File: config.mk
export PLATFORM = sky130hd
export DESIGN_NAME = uart_rx_cfg
export DESIGN_NICKNAME = d
export VERILOG_FILES = /design/src/rtl/uart_rx_cfg.sv
export SDC_FILE = /design/constraint.sdc
export NUM_CORES = 1
export LEC_CHECK = 0
export ABC_AREA = 1
export ABC_CLOCK_PERIOD_IN_PS = 1930
export CORE_ASPECT_RATIO = 0.75
export CORE_MARGIN = 5
export CORE_UTILIZATION = 40
export DETAILED_ROUTE_END_ITERATION = 6
export SYNTH_ARGS = -nofsm -noshare
export SYNTH_HDL_FRONTEND = slang
export SYNTH_SLANG_ARGS = --single-unit
export TNS_END_PERCENT = 20
File: constraint.sdc
create_clock -name clk -period 1.93 [get_ports clk]
set_clock_uncertainty 0.2 [all_clocks]
set_input_delay 0.386 -clock clk [delete_from_list [all_inputs] [get_ports clk]]
set_output_delay 0.386 -clock clk [all_outputs]
set_load 0.01 [all_outputs]
File: src/rtl/uart_rx_cfg.sv
// Configurable UART receiver: sync, 3-sample vote, parity/frame/break flags.
// Ports: clk, rst (sync, high), i_rx_serial in; o_rx_dv, o_rx_data, flags, o_busy out.
module uart_rx_cfg #(
  parameter int CLKS_PER_BIT = 217,
  parameter int DATA_BITS    = 8,
  parameter int PARITY       = 0,
  parameter int STOP_BITS    = 1,
  parameter int SYNC_STAGES  = 2
) (
  input  logic                 clk,
  input  logic                 rst,
  input  logic                 i_rx_serial,
  output logic                 o_rx_dv,
  output logic [DATA_BITS-1:0] o_rx_data,
  output logic                 o_parity_err,
  output logic                 o_frame_err,
  output logic                 o_break,
  output logic                 o_busy
);

  localparam int CW  = $clog2(CLKS_PER_BIT);
  localparam int IW  = $clog2(DATA_BITS);
  localparam int MID = (CLKS_PER_BIT - 1) / 2;

  // cnt_q holds the count being left; a value clocked at the edge
  // where cnt becomes k is the sample "at k". So the three samples
  // land while cnt_q is MID-2, MID-1 and MID, and the decision is
  // registered on the edge where cnt reaches MID+1.
  localparam logic [CW-1:0] S0_AT    = CW'(MID - 2);
  localparam logic [CW-1:0] S1_AT    = CW'(MID - 1);
  localparam logic [CW-1:0] DEC_AT   = CW'(MID);
  localparam logic [CW-1:0] CNT_LAST = CW'(CLKS_PER_BIT - 1);
  localparam logic [IW-1:0] IDX_LAST = IW'(DATA_BITS - 1);
  localparam logic          STOP_LAST = 1'(STOP_BITS - 1);

  typedef enum logic [2:0] {
    S_IDLE,
    S_START,
    S_DATA,
    S_PAR,
    S_STOP
  } state_t;

  state_t               state_q, state_d;
  logic [CW-1:0]        cnt_q, cnt_d;
  logic [IW-1:0]        idx_q, idx_d;
  logic                 stop_idx_q, stop_idx_d;
  logic [SYNC_STAGES-1:0] sync_q, sync_d;
  logic [SYNC_STAGES-1:0] fill_q, fill_d;
  logic                 armed_q, armed_d;
  logic [1:0]           smp_q, smp_d;
  logic [DATA_BITS-1:0] sh_q, sh_d;
  logic                 pbit_q, pbit_d;
  logic                 ferr_q, ferr_d;
  logic                 stop0_low_q, stop0_low_d;
  logic                 dv_q, dv_d;
  logic [DATA_BITS-1:0] data_q, data_d;
  logic                 perr_q, perr_d;
  logic                 fe_q, fe_d;
  logic                 brk_q, brk_d;

  logic          rxs;
  logic          bit_end;
  logic          dec;
  logic          vote;
  logic [CW-1:0] cnt_nxt;
  logic          first_low;
  logic          par_x;
  logic          perr_c;
  logic          brk_c;

  always_comb begin
    state_d     = state_q;
    cnt_d       = cnt_q;
    idx_d       = idx_q;
    stop_idx_d  = stop_idx_q;
    armed_d     = armed_q;
    smp_d       = smp_q;
    sh_d        = sh_q;
    pbit_d      = pbit_q;
    ferr_d      = ferr_q;
    stop0_low_d = stop0_low_q;
    dv_d        = 1'b0;
    data_d      = data_q;
    perr_d      = perr_q;
    fe_d        = fe_q;
    brk_d       = brk_q;

    rxs    = sync_q[SYNC_STAGES-1];
    sync_d = {sync_q[SYNC_STAGES-2:0], i_rx_serial};
    // Arming waits until the chain holds real line samples, so a
    // line held low out of reset never looks like a start edge.
    fill_d = {fill_q[SYNC_STAGES-2:0], 1'b1};

    bit_end = (cnt_q == CNT_LAST);
    cnt_nxt = bit_end ? '0 : cnt_q + 1'b1;
    dec     = (cnt_q == DEC_AT);
    vote    = (smp_q[0] & smp_q[1]) |
              (smp_q[0] & rxs) |
              (smp_q[1] & rxs);

    if (cnt_q == S0_AT) smp_d[0] = rxs;
    if (cnt_q == S1_AT) smp_d[1] = rxs;

    first_low = (stop_idx_q == 1'b0) ? ~vote : stop0_low_q;
    par_x     = (^sh_q) ^ pbit_q;
    perr_c    = (PARITY == 1) ? ~par_x :
                (PARITY == 2) ? par_x : 1'b0;
    brk_c     = (sh_q == '0) &&
                ((PARITY == 0) || !pbit_q) &&
                first_low;

    unique case (state_q)
      S_IDLE: begin
        cnt_d = '0;
        if (rxs && fill_q[SYNC_STAGES-1]) armed_d = 1'b1;
        if (!rxs && armed_q) begin
          state_d     = S_START;
          stop_idx_d  = 1'b0;
          ferr_d      = 1'b0;
          stop0_low_d = 1'b0;
        end
      end
      S_START: begin
        cnt_d = cnt_nxt;
        if (dec && vote) begin
          state_d = S_IDLE;
          cnt_d   = '0;
        end else if (bit_end) begin
          state_d = S_DATA;
          idx_d   = '0;
        end
      end
      S_DATA: begin
        cnt_d = cnt_nxt;
        // LSB arrives first, so shifting in at the top leaves
        // each bit at its own index after DATA_BITS shifts.
        if (dec) sh_d = {vote, sh_q[DATA_BITS-1:1]};
        if (bit_end) begin
          if (idx_q == IDX_LAST) begin
            state_d = (PARITY != 0) ? S_PAR : S_STOP;
          end else begin
            idx_d = idx_q + 1'b1;
          end
        end
      end
      S_PAR: begin
        cnt_d = cnt_nxt;
        if (dec) pbit_d = vote;
        if (bit_end) state_d = S_STOP;
      end
      S_STOP: begin
        cnt_d = cnt_nxt;
        if (dec) begin
          if (!vote) ferr_d = 1'b1;
          if (stop_idx_q == 1'b0) stop0_low_d = ~vote;
          // Finish mid-bit on the last stop bit to leave
          // half a bit of margin for a back-to-back start.
          if (stop_idx_q == STOP_LAST) begin
            state_d = S_IDLE;
            cnt_d   = '0;
            dv_d    = 1'b1;
            data_d  = brk_c ? '0 : sh_q;
            perr_d  = perr_c;
            fe_d    = ferr_q | ~vote | brk_c;
            brk_d   = brk_c;
            if (brk_c) armed_d = 1'b0;
          end
        end else if (bit_end) begin
          stop_idx_d = 1'b1;
        end
      end
      default: begin
        state_d = S_IDLE;
        cnt_d   = '0;
      end
    endcase
  end

  always_ff @(posedge clk) begin
    if (rst) begin
      state_q     <= S_IDLE;
      cnt_q       <= '0;
      idx_q       <= '0;
      stop_idx_q  <= 1'b0;
      sync_q      <= '1;
      fill_q      <= '0;
      armed_q     <= 1'b0;
      smp_q       <= '0;
      sh_q        <= '0;
      pbit_q      <= 1'b0;
      ferr_q      <= 1'b0;
      stop0_low_q <= 1'b0;
      dv_q        <= 1'b0;
      data_q      <= '0;
      perr_q      <= 1'b0;
      fe_q        <= 1'b0;
      brk_q       <= 1'b0;
    end else begin
      state_q     <= state_d;
      cnt_q       <= cnt_d;
      idx_q       <= idx_d;
      stop_idx_q  <= stop_idx_d;
      sync_q      <= sync_d;
      fill_q      <= fill_d;
      armed_q     <= armed_d;
      smp_q       <= smp_d;
      sh_q        <= sh_d;
      pbit_q      <= pbit_d;
      ferr_q      <= ferr_d;
      stop0_low_q <= stop0_low_d;
      dv_q        <= dv_d;
      data_q      <= data_d;
      perr_q      <= perr_d;
      fe_q        <= fe_d;
      brk_q       <= brk_d;
    end
  end

  assign o_rx_dv      = dv_q;
  assign o_rx_data    = data_q;
  assign o_parity_err = perr_q;
  assign o_frame_err  = fe_q;
  assign o_break      = brk_q;
  assign o_busy       = (state_q != S_IDLE);

endmodule
==> metrics.cfg, run 1 <==
[routing]
drt-initial-drc-count = 143
ant_nets = 0
drc = 0
first_pass_iters = 4
finalWirelength_um = 3800
vias = 1578
wire_per_inst_um = 11.4
via_per_inst = 4.74

[setup_path]
critPathArrivalTime_ns = 1.22
r2r-end = sh_q[6]
cp-end-kind = primary output
crit_path_end = o_busy
cp.required_ns = 1.34
critPathMaxFanout = 4
critPathKind = reg2out
cp-start-kind = flop
startpoint = state_q[1]
reg2reg_from = cnt_q[0]
ff2ff_path_depth = 9
rrSetupSlack_ns = 0.18

[synth]
syn_area_sq_um = 1910
yosys_warnings = 0
ys_ff_latch = 43
syn_nets = 261
ys_seq_area_share_pct = 45.2
synth.avg_cell_area_sq_um = 7.53
yosysUniqueCellTypes = 28
syn_inst = 253

[layout]
drive_above_1_share_pct = 14.9
final_cell_mix = 48 x nand2_1, 41 x dfxtp_1, 31 x inv_1
multi_input_area_sq_um = 873
fin_nets = 283
synthToLayoutAreaGrowth_pct = 18.4
finish.utilization_pct = 49.6
finalNonFillerCells = 333
seqCellArea_sq_um = 863
final_common_cell = nand2_1
n_antenna_cell = 0
num-fill-cells = 444

[placement]
portBuffers = 14
dpl_worst_slack_ns = 0.130
routabilityCongestion = 0.865
dp_cells = 325
hpwl_um = 2790

[clock_network]
clk_pin_slew_ns = 0.08
cts_buffer_depth = 2
cts_buffers = 5
cts_root_buf = clkbuf_8
cts_tree = done
cts_max_level = 2
clock_sinks = 43
clk_latency_ns = 0.30
cts_setup_buffers = 0

[grt]
grt_util_all_layers_pct = 13.1
grt_pass1_vias = 1423
grt_pass1_wl_um = 6720
antenna_found_initial = 0
grt_max_degree = 17
overflow = 0

[floorplanning]
die_w_um = 89.7
die_area_sq_um = 6260
die_h_um = 69.8
start_util_pct = 41.9
rows = 21
core-area_sq_um = 4550
io_pins = 16

[pwr]
power_density_nw_per_um2 = 910
cellLeakagePower_nw = 0.904
ir_worst_vdd_v = 0.000481

[timing]
setup_ws_ns = 0.128
rsz0062_at_grt = yes
maxSlewViolCount = 0
finalHoldViolCount = 0
setup_tns_ns = 0
clock.fmax_mhz = 555
finalCriticalPeriod_ns = 1.80
setup_viol = 0
holdWs_ns = 0.217
fin_crit_sh_pct = 93.3

[worst_hold_path]
min_path_type = reg2reg

[job]
cap_violations = 0

[run_status]
status = finished clean

## cell families (layout without fill, tap and decap cells)
group	count (synthesis)	after routing	synth area share (%)
fa+ha+maj	5	5	3.28
other cells	1	1	0.197
buf+inv	44	67	9.26
compound gates	51	51	13.6
simple gates	105	105	26.7
flops	43	43	45.2
xor+xnor	4	4	1.84
## routing by layer
layer | wire (um) | share of wire (%) | GRT usage [%] | vias to the layer above
met5 | 0 | 0 | 0 | -
met2 | 1480 | 39 | 17.9 | 26
met4 | 24 | 0.63 | 4.03 | 0
met3 | 215 | 5.7 | 5.31 | 2
met1 | 2080 | 55 | 18.5 | 705
li1 | - | - | - | 845
## critical path, stage by stage, from the launching register on
cell and delay, ns:
dfxtp_2 0.36, nor2_4 0.14, nand2_1 0.11, dlygate4sd2_1 0.31
## area by class of cell
| type | count | area share (%) |
|---|---|---|
| well taps | 57 | 3.16 |
| clock inverters | 2 | 1.55 |
| flip-flops and latches | 43 | 38.3 |
| repair buffers | 20 | 8.15 |
| clock buffers | 6 | 3.66 |
| multi-input cells | 166 | 38.7 |
| inverters | 39 | 6.49 |
## how the worst min path moves through the flow
stage | from | end | cells past startpoint
floorplan | fill_q[0] | fill_q[1] | 2
global placement | sync_q[0] | sync_q[1] | 1
detailed placement | fill_q[0] | fill_q[1] | 2
CTS | fill_q[0] | fill_q[1] | 2
global route | fill_q[0] | fill_q[1] | 2
finish | fill_q[0] | fill_q[1] | 2
## what timing repair did
item | 4_1_cts | 5_1_grt
hold buffers | 0 | 0
resized for setup | 3 | 5
gates cloned | 0 | 0
setup endpoints to repair | 1 | 6
## cells in the mapped netlist
master	n	share of area, %
nand3_1	11	2.9
dfxtp_1	43	45
and3_1	1	0.33
nand4_1	2	0.66
xnor2_1	1	0.46
o21ai_0	21	5.5
nor2_1	23	4.5
xor2_1	3	1.4
buf_4	1	0.39
inv_1	31	6.1
nor3_4	1	0.85
or2_2	2	0.66
a31oi_1	1	0.33
nor3_2	1	0.53
conb_1	1	0.20
buf_6	1	0.59
nand2_2	1	0.33
o21ai_1	3	0.79
nor2_2	2	0.66
nand2_1	50	9.8
nand3_2	2	1.1
a21oi_1	25	6.6
ha_1	5	3.3
inv_2	8	1.6
nor2_4	6	3.5
nor3_1	3	0.79
clkbuf_1	3	0.59
a211oi_1	1	0.39
## state kept, by name, indices dropped and copies added, names as in the netlist, 2 cells and up
signal     flops
idx_q          3
cnt_q          8
o_rx_data      8
sync_q         2
fill_q         2
sh_q           8
smp_q          2
state_q        3
## through the flow
stage	total power, mW	cell area, sq um
after floorplan	1.25	1910
after global placement	1.34	2130
after detailed placement	1.34	2130
after CTS	2.07	2250
after global routing	2.17	2260
final	2.05	2260
## report_power, final
part | internal (mW) | switching [mW] | leakage (nW)
combinational | 0.128 | 0.219 | 0.494
sequential | 0.932 | 0.0399 | 0.349
clock | 0.419 | 0.315 | 0.0612
total | 1.48 | 0.574 | 0.904
No activity file was read; power rests on OpenSTA's default activity.
==> run 2, diff against run 1 <==
--- a/config.mk
+++ b/config.mk
@@ -7,10 +7,13 @@
 export LEC_CHECK = 0
 export ABC_AREA = 1
 export ABC_CLOCK_PERIOD_IN_PS = 1930
+export CELL_PAD_IN_SITES_DETAIL_PLACEMENT = 2
+export CELL_PAD_IN_SITES_GLOBAL_PLACEMENT = 2
 export CORE_ASPECT_RATIO = 0.75
 export CORE_MARGIN = 5
-export CORE_UTILIZATION = 40
+export CORE_UTILIZATION = 33
 export DETAILED_ROUTE_END_ITERATION = 6
+export PLACE_DENSITY_LB_ADDON = 0.1
 export SYNTH_ARGS = -nofsm -noshare
 export SYNTH_HDL_FRONTEND = slang
 export SYNTH_SLANG_ARGS = --single-unit
==> run 2 against run 1 <==
  * Fmax fell by 0.51%
  * Clock power fell by 21%
  * First-iteration DRC count fell by 87%
  * Cell count rose by 6.3%
  * Routed wire length rose by 29%
  * Highest routed layer unchanged
==> metrics.cfg, run 2 (same netlist as run 1, synthesis figures left out) <==
[run_status]
status = finished clean

[clock_network]
clock_sinks = 43  ; unchanged
cts_max_level = 2  ; unchanged
cts_buffer_depth = 2  ; unchanged
cts_buffers = 5  ; unchanged
clk_latency_ns = 0.30  ; about the same
clk_pin_slew_ns = 0.08  ; about the same
cts_tree = done
cts_root_buf = clkbuf_8

[placement]
routabilityCongestion = 0.782  ; -9.6%
dp_cells = 346  ; +6.5%
portBuffers = 14  ; unchanged
dpl_worst_slack_ns = 0.0724  ; -0.0578 ns
hpwl_um = 3790  ; +36%

[timing]
clock.fmax_mhz = 552  ; -0.51%
fin_crit_sh_pct = 93.8  ; +0.47 points
rsz0062_at_grt = yes
finalCriticalPeriod_ns = 1.81  ; +0.00916 ns
maxSlewViolCount = 0  ; unchanged
setup_viol = 0  ; unchanged
setup_ws_ns = 0.119  ; -0.00916 ns
finalHoldViolCount = 0  ; unchanged
holdWs_ns = 0.212  ; -0.00523 ns

[worst_hold_path]
holdPathStages = 2  ; unchanged
hold_start = fill_q[0]
min_to = fill_q[1]
min_path_type = reg2reg

[setup_path]
cp.required_ns = 1.34  ; about the same
critPathMaxFanout = 4  ; unchanged
cp-end-kind = primary output
r2r-end = o_rx_data[2]
ff2ff_path_depth = 8  ; -1
cp-start-kind = flop
rrSetupSlack_ns = 0.14  ; -0.04 ns
critPathKind = reg2out
critPathArrivalTime_ns = 1.22  ; about the same
reg2reg_from = cnt_q[0]

[layout]
final_cell_mix = 49 x nand2_1, 41 x dfxtp_1, 31 x inv_1
n_antenna_cell = 0  ; unchanged
fin_nets = 283  ; unchanged
drive_above_1_share_pct = 14.1  ; -0.72 points
finish.utilization_pct = 39.6  ; -10 points
seqCellArea_sq_um = 866  ; +0.29%
synthToLayoutAreaGrowth_pct = 18.6
num-fill-cells = 683  ; +54%
finalNonFillerCells = 354  ; +6.3%
multi_input_area_sq_um = 881  ; +0.86%
final_common_cell = nand2_1

[pwr]
cellLeakagePower_nw = 0.901  ; -0.34%
power_density_nw_per_um2 = 851  ; -6.4%
ir_worst_vdd_v = 0.000362  ; -25%
finalPower_mw = 1.92  ; -6.3%

[floorplanning]
io_pins = 16  ; unchanged
die_w_um = 97.7  ; +9.0%
start_util_pct = 33.4  ; -8.5 points
die_h_um = 75.8  ; +8.6%
core-area_sq_um = 5710  ; +26%
rows = 24  ; +14%
die_area_sq_um = 7410  ; +18%

[grt]
overflow = 0  ; unchanged
grt_pass1_vias = 1681  ; +18%
antenna_found_initial = 0  ; unchanged
grt_util_all_layers_pct = 14.4  ; +1.3 points
grt_max_degree = 17  ; unchanged
grt_pass1_wl_um = 8240  ; +23%

[routing]
via_per_inst = 4.63  ; -2.2%
vias = 1640  ; +3.9%
finalWirelength_um = 4890  ; +29%
wire_per_inst_um = 13.8  ; +21%
first_pass_iters = 4  ; unchanged
ant_nets = 0  ; unchanged
drt-initial-drc-count = 19  ; -87%
drc = 0  ; unchanged

[job]
cap_violations = 0  ; unchanged

==> run 2: where the power goes <==
part	switching [mW]	internal, mW	leakage [nW]	total (mW)
Sequential	0.0431	0.932	0.349	0.975
Clock	0.326	0.253	0.0412	0.579
Combinational	0.238	0.132	0.510	0.370
==> run 2: worst max-delay path: stages (launching register included) <==
cell and delay, ns:
dfxtp_4 0.37, inv_1 0.14, nand2_1 0.12, dlygate4sd2_1 0.30
==> run 2: metrics by stage <==
step / TNS, ns / cell area, sq um
final: 0 / 2260
after global routing: -0.0408 / 2260
after CTS: 0 / 2250
after detailed placement: 0 / 2160
after global placement: 0 / 2160
after floorplan: 0 / 1910
==> run 2: final cells by class <==
cell class / instances / area share, %
Clock buffer: 6 / 3.21
Clock inverter: 2 / 0.554
Inverter: 39 / 6.48
Multi-Input combinational cell: 166 / 39.0
Sequential cell: 43 / 38.3
Tap cell: 78 / 4.32
Timing Repair Buffer: 20 / 8.14
==> run 2: how the worst max path moves through the flow <==
stage	from	slack, ns	cells past startpoint	endpoint
finish	state_q[2]	0.12	3	o_busy
global route	cnt_q[0]	-0.04	8	o_rx_data[6]
CTS	cnt_q[0]	0.09	8	o_rx_data[6]
detailed placement	state_q[2]	0.07	3	o_busy
global placement	state_q[2]	0.1	3	o_busy
floorplan	cnt_q[0]	0.33	10	sh_q[6]
==> run 2: routing by layer <==
layer	routed length, um	global-route usage, %	part of all wire (%)	vias to the layer above
met5	0	0	0	-
met4	67	5.53	1.4	0
met3	143	3.93	2.9	5
met2	2090	22.9	43	16
met1	2580	18.9	53	777
li1	-	-	-	842
==> run 2: what timing repair did <==
action                                  CTS  global route
gates resized for setup                   4             9
pin swaps                                 0             0
hold buffers                              0             0
setup buffers                             0             0
endpoints found under the setup margin    1            12
==> run 3, diff against run 2 <==
--- a/config.mk
+++ b/config.mk
@@ -5,13 +5,12 @@
 export SDC_FILE = /design/constraint.sdc
 export NUM_CORES = 1
 export LEC_CHECK = 0
-export ABC_AREA = 1
 export ABC_CLOCK_PERIOD_IN_PS = 1930
 export CELL_PAD_IN_SITES_DETAIL_PLACEMENT = 2
 export CELL_PAD_IN_SITES_GLOBAL_PLACEMENT = 2
 export CORE_ASPECT_RATIO = 0.75
 export CORE_MARGIN = 5
-export CORE_UTILIZATION = 33
+export CORE_UTILIZATION = 35
 export DETAILED_ROUTE_END_ITERATION = 6
 export PLACE_DENSITY_LB_ADDON = 0.1
 export SYNTH_ARGS = -nofsm -noshare
==> constraint.sdc (replaced) <==
create_clock -name clk -period 1.93 [get_ports clk]
set_clock_uncertainty 0.2 [all_clocks]
set_input_delay 0.386 -clock clk [delete_from_list [all_inputs] [get_ports clk]]
set_output_delay 0.386 -clock clk [all_outputs]
set_load 0.05 [all_outputs]
==> run 3 against run 2 <==
  * The run now ends with negative setup slack left
  * Non-clock buffer count grew 19
  * Design area grew 7.1%
  * Critical path depth grew 1
  * Routed wire length grew 13%
  * Global-route usage grew 3.0 points
  * Total power shrank 6.4%
  * Die area shrank 10%
  * Fmax shrank 7.7%
  * Clock power grew 50%
  * Critical path type is now reg2reg
  * Highest routed layer unchanged
==> metrics.cfg, run 3 <==
[run_status]
status = finished, violations left
violations = negative setup slack

[timing]
maxSlewViolCount = 0  ; unchanged
rsz0062_at_grt = yes
setup_ws_ns = -0.0313  ; -0.150 ns
finalHoldViolCount = 0  ; unchanged
clock.fmax_mhz = 510  ; -7.7%
holdWs_ns = 0.231  ; +0.0195 ns
fin_crit_sh_pct = 102  ; +7.8 points
finalCriticalPeriod_ns = 1.96  ; +0.150 ns
setup_viol = 1  ; +1

[synth]
synth_area_leaders = dfxtp_1 47%, mux2i_1 11%, nor2_1 6.9%, ha_1 3.5%, xor2_1 2.5%
async_reset_ff_share_pct = 0  ; unchanged
synthTopCellsByCount = 42 x dfxtp_1, 33 x nor2_1, 19 x mux2i_1
synth_edf_count = 0  ; unchanged
yosys_most_used_dff = dfxtp_1
yosysTopAreaCell = dfxtp_1
ys_seq_area_share_pct = 47.1  ; +1.9 points
yosysMostFrequentCell = dfxtp_1
ys_ff_latch = 42  ; -2.3%
syn_inst = 187  ; -26%
synth.top_cell.area_share_pct = 47.1  ; +1.9 points
yosysUniqueCellTypes = 45  ; +61%
yosys_warnings = 0  ; unchanged
syn_nets = 195  ; -25%
syn_area_sq_um = 1790  ; -6.2%
synth.avg_cell_area_sq_um = 9.55  ; +27%

[setup_path]
reg2reg_from = state_q[1]
critPathMaxStageDelay_ns = 0.56  ; +0.19 ns
cp.required_ns = 1.92  ; +0.58 ns
r2r-end = o_rx_data[4]
critPathMaxFanout = 10  ; +6
cp-start-kind = flop
cp-end-kind = flop
ff2ff_path_depth = 4  ; -4
crit_chain = or3b_4 -> or4_4 -> mux2i_1 -> nor2_1
critPathKind = reg2reg
critPathArrivalTime_ns = 1.95  ; +0.73 ns
rrSetupSlack_ns = -0.03  ; -0.17 ns
slowest_stage = or4_4

[clock_network]
cts_tree = done
cts_max_level = 2  ; unchanged
cts_buffers = 5  ; unchanged
cts_root_buf = clkbuf_8
clk_latency_ns = 0.30  ; about the same
hold_buffers = 0  ; unchanged
clock_sinks = 42  ; -2.3%
clk_pin_slew_ns = 0.08  ; about the same
cts_buffer_depth = 2  ; unchanged

[floorplanning]
io_pins = 16  ; unchanged
die_area_sq_um = 6650  ; -10%
rows = 22  ; -8.3%
die_h_um = 71.9  ; -5.2%
core-area_sq_um = 4930  ; -14%
die_w_um = 92.5  ; -5.4%
start_util_pct = 36.3  ; +2.9 points

[routing]
via_per_inst = 5.19  ; +12%
vias = 1490  ; -9.1%
finalWirelength_um = 5540  ; +13%
wire_per_inst_um = 19.3  ; +40%
drt-initial-drc-count = 45  ; +26
drc = 0  ; unchanged
ant_nets = 0  ; unchanged
first_pass_iters = 4  ; unchanged

[layout]
synthToLayoutAreaGrowth_pct = 35.5
final_common_cell = dfxtp_1
n_antenna_cell = 0  ; unchanged
drive_above_1_share_pct = 33.9  ; +20 points
final_cell_mix = 34 x dfxtp_1, 33 x nor2_1, 32 x buf_4
fin_nets = 234  ; -17%
finish.utilization_pct = 49.1  ; +9.5 points

[job]
cap_violations = 0  ; unchanged

[grt]
grt_util_all_layers_pct = 17.3  ; +3.0 points
antenna_found_initial = 0  ; unchanged
grt_pass1_wl_um = 8940  ; +8.5%
grt_max_degree = 32  ; +15
overflow = 0  ; unchanged
grt_pass1_vias = 1722  ; +2.4%

[placement]
hpwl_um = 3790  ; -0.14%
portBuffers = 14  ; unchanged
routabilityCongestion = 0.803  ; +2.7%
dpl_worst_slack_ns = -0.0554  ; -0.128 ns

[worst_hold_path]
min_to = sync_q[1]
hold_start = sync_q[0]
min_path_type = reg2reg
holdPathStages = 1  ; -1

[pwr]
cellLeakagePower_nw = 0.995  ; +10%
ir_worst_vdd_v = 0.000499  ; +38%
power_density_nw_per_um2 = 744  ; -13%

[run 3: critical path: cells and delay by family, from the launching register on]
family,cells,cell delay [ns]
AND/OR/NAND/NOR,3,1.09
flip-flops,1,0.34
multiplexers,1,0.22
[run 3: metrics by stage]
step                area [sq um]  setup TNS (ns)  std cells  total power, mW
floorplan                   1790               0        187            0.926
global route                2420          -0.244        287             1.86
finish                      2420         -0.0313        287             1.80
global placement            2130               0        278            0.946
CTS                         2340               0        287             1.81
detailed placement          2130          -0.486        278            0.949
[run 3: cell type report]
cell class / count / area (sq um)
inverters: 8 / 30.0
multi-input cells: 130 / 993
well taps: 60 / 75.1
repair buffers: 39 / 329
clock inverters: 2 / 60.1
flip-flops and latches: 42 / 851
clock buffers: 6 / 82.6
fillers: 514 / 2510
[run 3: worst max-delay path by stage]
| stage | slack (ns) | startpoint | end | cells past startpoint |
|---|---|---|---|---|
| finish | -0.03 | state_q[1] | o_rx_data[4] | 4 |
| global route | -0.05 | state_q[1] | o_rx_data[4] | 4 |
| floorplan | 0.01 | cnt_q[0] | cnt_q[2] | 6 |
| detailed placement | -0.06 | cnt_q[0] | sh_q[3] | 8 |
| CTS | 0.0003 | cnt_q[7] | sh_q[1] | 6 |
| global placement | 0.03 | cnt_q[0] | sh_q[6] | 8 |
[run 3: kinds of logic (layout without fill, tap and decap cells)]
group                      count (synthesis)  after routing  share of synthesized area [%]
and+or+nand+nor                           81             81                           24.3
DFF                                       42             42                           47.1
muxes                                     19             19                           10.6
AOI/OAI and AO/OA                         17             17                           6.93
buffers and inverters                     15             55                           3.85
adders and majority gates                  6              6                           4.06
xor gates and xnor gates                   6              6                           2.94
other                                      1              1                          0.210
[run 3: metal layers]
metal | vias up | wire [um] | GRT usage [%]
li1 | 728 | - | -
met1 | 734 | 2680 | 22.6
met2 | 21 | 2640 | 29.4
met3 | 7 | 150 | 3.78
met4 | 0 | 68 | 4.12
met5 | - | 0 | 0
[run 3: power by group]
| part | internal (mW) | leakage (nW) | switching (mW) | total, mW |
|---|---|---|---|---|
| registers | 0.872 | 0.344 | 0.00299 | 0.875 |
| logic | 0.0241 | 0.580 | 0.0333 | 0.0574 |
| clock network | 0.552 | 0.0714 | 0.316 | 0.868 |
[run 3: what timing repair did]
| action | CTS | global route |
|---|---|---|
| gates cloned | 0 | 0 |
| pin swaps | 2 | 3 |
| setup endpoints to repair | 21 | 30 |
| buffers inserted | 1 | 0 |
| endpoints found under the hold margin | 0 | 0 |
| resized for setup | 12 | 22 |
